==> src/rtl/fetch_pkg.sv <==
// Shared types and constants for the instruction fetch stage.
package fetch_pkg;

  typedef enum logic [1:0] {
    ST_ISSUE = 2'd0,
    ST_WAIT  = 2'd1,
    ST_HOLD  = 2'd2
  } fetch_state_t;

  // Instruction field bit positions
  localparam int RS_MSB  = 25;
  localparam int RS_LSB  = 21;
  localparam int RT_MSB  = 20;
  localparam int RT_LSB  = 16;
  localparam int RD_MSB  = 15;
  localparam int RD_LSB  = 11;
  localparam int IMM_MSB = 15;
  localparam int IMM_LSB = 0;

  localparam logic [31:0] NOP_WORD = 32'h0000_0000;

  function automatic logic [31:0] align_word(input logic [31:0] addr);
    return {addr[31:2], 2'b00};
  endfunction

endpackage

==> src/rtl/ifid_reg.sv <==
// IF/ID pipeline register: flush beats load, load beats hold, otherwise the
// entry is consumed and valid drops.
module ifid_reg
  import fetch_pkg::*;
(
  input  logic        clk,
  input  logic        rst,
  input  logic        load,
  input  logic        flush,
  input  logic        hold,
  input  logic [31:0] instr_in,
  input  logic [31:0] pc4_in,
  output logic        valid,
  output logic [31:0] instr,
  output logic [31:0] pc4
);

  always_ff @(posedge clk or negedge rst) begin
    if (!rst) begin
      valid <= 1'b0;
      instr <= NOP_WORD;
      pc4   <= 32'h0;
    end else if (flush) begin
      valid <= 1'b0;
    end else if (load) begin
      valid <= 1'b1;
      instr <= instr_in;
      pc4   <= pc4_in;
    end else if (!hold) begin
      valid <= 1'b0;
    end
  end

endmodule

==> src/rtl/fetch_stage.sv <==
// Single-outstanding-request instruction fetch stage feeding an IF/ID register.
// Optional macro FETCH_COUNT_EN adds fetch/squash event counters.
module fetch_stage
  import fetch_pkg::*;
#(
  parameter logic [31:0] RESET_PC = 32'h0000_0000
) (
  input  logic        clk,
  input  logic        rst,
  output logic        imem_req,
  output logic [31:0] imem_addr,
  input  logic        imem_valid,
  input  logic [31:0] imem_rdata,
  input  logic        stall,
  input  logic        branch_taken,
  input  logic [31:0] branch_target,
  output logic        id_valid,
  output logic [31:0] id_instr,
  output logic [31:0] id_pc4,
  output logic [4:0]  read0,
  output logic [4:0]  read1,
  output logic [4:0]  write,
  output logic [15:0] imm
`ifdef FETCH_COUNT_EN
  ,
  output logic [31:0] fetch_cnt,
  output logic [31:0] squash_cnt
`endif
);

  fetch_state_t state_reg;
  logic [31:0]  pc_reg;
  logic [31:0]  hold_reg;
  logic         squash_reg;

  logic         ifid_load;
  logic         drop;
  logic [31:0]  ifid_src;
  logic [31:0]  pc_plus4;

  assign pc_plus4 = pc_reg + 32'd4;

  always_comb begin
    ifid_load = 1'b0;
    drop      = 1'b0;
    ifid_src  = imem_rdata;
    case (state_reg)
      ST_WAIT: begin
        if (imem_valid) begin
          if (branch_taken || squash_reg) drop = 1'b1;
          else if (!id_valid || !stall)   ifid_load = 1'b1;
        end
      end
      ST_HOLD: begin
        if (!branch_taken && !stall) begin
          ifid_load = 1'b1;
          ifid_src  = hold_reg;
        end
      end
      default: ;
    endcase
  end

  always_ff @(posedge clk or negedge rst) begin
    if (!rst) begin
      state_reg  <= ST_ISSUE;
      pc_reg     <= RESET_PC;
      hold_reg   <= NOP_WORD;
      squash_reg <= 1'b0;
    end else begin
      if (branch_taken) begin
        pc_reg   <= align_word(branch_target);
        hold_reg <= NOP_WORD;
      end else if (ifid_load) begin
        pc_reg <= pc_plus4;
      end
      case (state_reg)
        ST_ISSUE: state_reg <= branch_taken ? ST_ISSUE : ST_WAIT;
        ST_WAIT: begin
          if (imem_valid) begin
            squash_reg <= 1'b0;
            if (drop || ifid_load) begin
              state_reg <= ST_ISSUE;
            end else begin
              hold_reg  <= imem_rdata;
              state_reg <= ST_HOLD;
            end
          end else if (branch_taken) begin
            // Outstanding response belongs to the old path; drop it when it lands.
            squash_reg <= 1'b1;
          end
        end
        ST_HOLD: if (branch_taken || !stall) state_reg <= ST_ISSUE;
        default: state_reg <= ST_ISSUE;
      endcase
    end
  end

  ifid_reg u_ifid (
    .clk      (clk),
    .rst      (rst),
    .load     (ifid_load),
    .flush    (branch_taken),
    .hold     (stall),
    .instr_in (ifid_src),
    .pc4_in   (pc_plus4),
    .valid    (id_valid),
    .instr    (id_instr),
    .pc4      (id_pc4)
  );

  // Request is masked during reset so nothing leaves before rst rises.
  assign imem_req  = rst && (state_reg == ST_ISSUE) && !branch_taken;
  assign imem_addr = pc_reg;
  assign read0     = id_instr[RS_MSB:RS_LSB];
  assign read1     = id_instr[RT_MSB:RT_LSB];
  assign write     = id_instr[RD_MSB:RD_LSB];
  assign imm       = id_instr[IMM_MSB:IMM_LSB];

`ifdef FETCH_COUNT_EN
  logic [31:0] fetch_cnt_reg;
  logic [31:0] squash_cnt_reg;

  always_ff @(posedge clk or negedge rst) begin
    if (!rst) begin
      fetch_cnt_reg  <= 32'h0;
      squash_cnt_reg <= 32'h0;
    end else begin
      if (ifid_load) fetch_cnt_reg  <= fetch_cnt_reg + 32'd1;
      if (drop)      squash_cnt_reg <= squash_cnt_reg + 32'd1;
    end
  end

  assign fetch_cnt  = fetch_cnt_reg;
  assign squash_cnt = squash_cnt_reg;
`endif

endmodule
==> config.mk <==
export PLATFORM = sky130hd
export DESIGN_NAME = fetch_stage
export DESIGN_NICKNAME = d
export VERILOG_FILES = /design/src/rtl/fetch_pkg.sv /design/src/rtl/ifid_reg.sv /design/src/rtl/fetch_stage.sv
export SDC_FILE = /design/constraint.sdc
export NUM_CORES = 1
export LEC_CHECK = 0
export ABC_AREA = 0
export BUFFER_PORTS_ARGS = -buffer_cell sky130_fd_sc_hd__clkbuf_2
export CORE_ASPECT_RATIO = 1.5
export CORE_MARGIN = 2
export CORE_UTILIZATION = 47
export CTS_CLUSTER_DIAMETER = 200
export CTS_CLUSTER_SIZE = 8
export DETAILED_ROUTE_END_ITERATION = 16
export PLACE_DENSITY = 0.77
export SKIP_LAST_GASP = 1
export SLEW_MARGIN = 15
export SYNTH_ARGS = -nofsm -noshare
export SYNTH_HDL_FRONTEND = slang
export SYNTH_SLANG_ARGS = --single-unit
==> constraint.sdc <==
create_clock -name clk -period 2 [get_ports clk]
set_input_delay 0.6 -clock clk [delete_from_list [all_inputs] [get_ports clk]]
set_output_delay 0.6 -clock clk [all_outputs]
set_load 0.01 [all_outputs]
==> results.ini <==
[route]
avgRoutedWirePerCell_um = 15.93
post_drt_via_cell_ratio = 5.289
totalWireLength_um = 17190
drcViolationCount = 0
first_pass_iters = 4
drt_first_iter_violations = 217
route.vias.total = 5707
antenna_violating_nets_post_route = 0

[global_route]
largest_net_degree_at_the_start_of_global_routing = 129
grt_pass1_vias = 5488
grt_overflow = 0
grt_antenna_before_repair = 0
grt_pass1_wl_um = 26600
gr-usage-all-layers_pct = 22.32

[finish]
filler_cell_count = 1160
finish.net_count = 975
final_layout_size_suffix_gt1_share_pct = 35.45
seqCellArea_um2 = 3203
antenna-diode-count = 0
syn_to_final_growth_pct = 31.63
multiInputGateArea_um2 = 3045

[power]
static-leakage-power_nw = 3.942
worst_ir_drop_vdd_mv = 0.6247
power.density_cell_area_nw_per_um2 = 1161

[place]
place_congestion = 0.8954
detailed_place_hpwl_um = 11830
port_buffers = 191

[timing]
layout_setup_ws_ps = -3.352
max_freq_ghz = 0.4992
fin_hold_ws_ps = 263.5
clock-skew-final_ps = 11.37
setup_violation_total_in_the_final_timing_report = 1
final_period_minus_worst_setup_slack_ps = 2003
unrepaired_setup_endpoints_after_global_routing = true
finalCritPeriodShare_pct = 100.2
totalNegativeSetupSlack_ps = -3.352
timing.final.max_slew_violations = 0
worst_pin_slew_ps = 723.8
maxSlewHeadroom_pct = 51.74
final_hold_viol_count = 0

[floorplan]
initial_utilization_pct = 47.75
core.rowCount = 53
die_y_um = 149.3
floorplan.core_area_um2 = 13860
i_o_pin_cnt = 198
die_w_um = 100.9
die_area_um2 = 15060

[yosys]
syn_area_per_cell_um2 = 9.427
ys_ff_latch = 128
synthFlopType = sky130_fd_sc_hd__dfrtp_1
syn-instance-count = 702
yosys_warnings = 0
synth_area_um2 = 6618
netlist.top_cell.by_area = sky130_fd_sc_hd__dfrtp_1
ys_types = 49
ys_top_cells_by_area = sky130_fd_sc_hd__dfrtp_1, sky130_fd_sc_hd__mux2i_1, sky130_fd_sc_hd__xnor2_1, sky130_fd_sc_hd__a21oi_1, sky130_fd_sc_hd__o21ai_0
synth.top_cell.area_share_pct = 48.40
synthArstFlopShare_pct = 100.0
synth-seq-area-share_pct = 48.40
synth-edff-count = 0

[clock_network]
insertion_delay_ps = 410
clock_path_buffers = 2
h-tree-depth = 4
cts_tree = built
clkSinkCount = 128
cts_buffers = 17
clk_pin_slew_worst_paths_ps = 60
cts-root-buf = sky130_fd_sc_hd__clkbuf_16
hold_buffers = 0

[setup_path]
r2r_start = state_reg[0]
critical_path.endpoint_type = flip-flop
critical_path_peak_fanout = 4
worst-endpoint-arrival_ps = 2290
startpoint = state_reg[0]
cp_data_required_time_ps = 2290
timing.critical_path.from_type = flip-flop
critical_path_class = reg -> reg
worst-r2r-setup-slack_ps = -3

[run_status]
outcome = finished with violations
failed_checks = negative setup slack

[min_path]
worstHoldPathType = in -> async

[run]
drv_cap = 0

cell families (layout without fill, tap and decap cells):
| group | after synthesis | count (layout) | synth area share (%) |
|---|---|---|---|
| xor+xnor | 57 | 57 | 7.544 |
| mux | 38 | 38 | 5.823 |
| fa+ha+maj | 4 | 4 | 0.7563 |
| flops | 128 | 128 | 48.40 |
| buf+inv | 86 | 294 | 7.733 |
| simple gates | 258 | 258 | 19.53 |
| other cells | 1 | 4 | 0.05667 |
| compound gates | 130 | 131 | 10.15 |
layer usage:
metal | routed length, um | GRT usage (%) | up-vias
li1 | - | - | 2733
met1 | 6850 | 26.43 | 2730
met2 | 9026 | 38.33 | 205
met3 | 743 | 4.171 | 39
met4 | 571 | 11.03 | 0
met5 | 0 | 0 | -
critical path: stages (launching register included):
cell and delay [ps]:
sky130_fd_sc_hd__dfrtp_1 400, sky130_fd_sc_hd__ha_1 230, sky130_fd_sc_hd__and3b_2 240, sky130_fd_sc_hd__buf_4 140
sky130_fd_sc_hd__a22oi_1 370, sky130_fd_sc_hd__buf_4 210, sky130_fd_sc_hd__nor4_4 50, sky130_fd_sc_hd__xnor2_1 170
sky130_fd_sc_hd__o21ai_0 90
timing repair:
item                                    CTS  global route
buffers inserted                          1             3
endpoints found under the setup margin   84            84
pin swaps                                 3             9
cloned                                    0             4
gates resized for setup                   8            30
endpoints found under the hold margin     0             0
per-stage QoR:
stage | power [mW] | worst slack (ps) | cell area (um2) | cells | utilization [%]
2_1_floorplan | 5.809 | 41.06 | 6634 | 705 | -
3_3_place_gp | 6.853 | -112.0 | 7854 | 1040 | 56.67
3_5_place_dp | 6.949 | -150.6 | 7854 | 1040 | 56.67
4_1_cts | 10.11 | -32.41 | 8477 | 1072 | 61.16
5_1_grt | 10.70 | -77.58 | 8711 | 1079 | 62.85
6_report | 10.11 | -3.352 | 8711 | 1079 | 62.85
layout make-up:
cell class	count	area share, %
Clock buffer	19	5.200
Clock inverter	12	1.551
Inverter	8	0.3447
Multi-Input combinational cell	492	34.96
Sequential cell	128	36.77
Tap cell	165	2.370
Timing Repair Buffer	255	18.80
synth_stat cells (all sizes together) (5+ instances only):
cell / instances
xnor2: 38
and4: 5
nor4: 11
nor3: 14
nand3: 15
clkbuf: 23
xor2: 19
nand2: 77
inv: 8
mux2i: 34
nand2b: 33
nand4: 11
buf: 54
o21ai: 62
nor2: 75
dfrtp: 128
a21oi: 64
report_power, final:
group	internal, mW	switching, mW	total (mW)
clock network	1.90	1.18	3.09
logic	1.43	1.73	3.16
registers	3.34	0.521	3.86
total	6.67	3.44	10.1
path summary, 6_finish.rpt:
| check | to | cells past startpoint |
|---|---|---|
| setup / recovery | imem_addr[24] | 8 |
| hold reg to reg | u_ifid.pc4[3] | 1 |
| hold / removal | imem_addr[5] | 2 |
| min in group clk | imem_addr[12] | 3 |
| setup reg to reg | imem_addr[24] | 8 |
| max in group asynchronous | hold_reg[7] | 2 |
layout by cell type (no fill, tap or decap), types with 19 or more instances in the layout:
cell,instances
sky130_fd_sc_hd__xnor2_1,38
sky130_fd_sc_hd__clkbuf_2,188
sky130_fd_sc_hd__a21oi_1,61
sky130_fd_sc_hd__nand2_1,76
sky130_fd_sc_hd__nor2_1,72
sky130_fd_sc_hd__xor2_1,19
sky130_fd_sc_hd__nand2b_1,32
sky130_fd_sc_hd__buf_4,52
sky130_fd_sc_hd__mux2i_1,34
sky130_fd_sc_hd__dfrtp_1,128
sky130_fd_sc_hd__o21ai_0,59
sky130_fd_sc_hd__clkbuf_16,20
No activity file was read; power rests on OpenSTA's default activity.
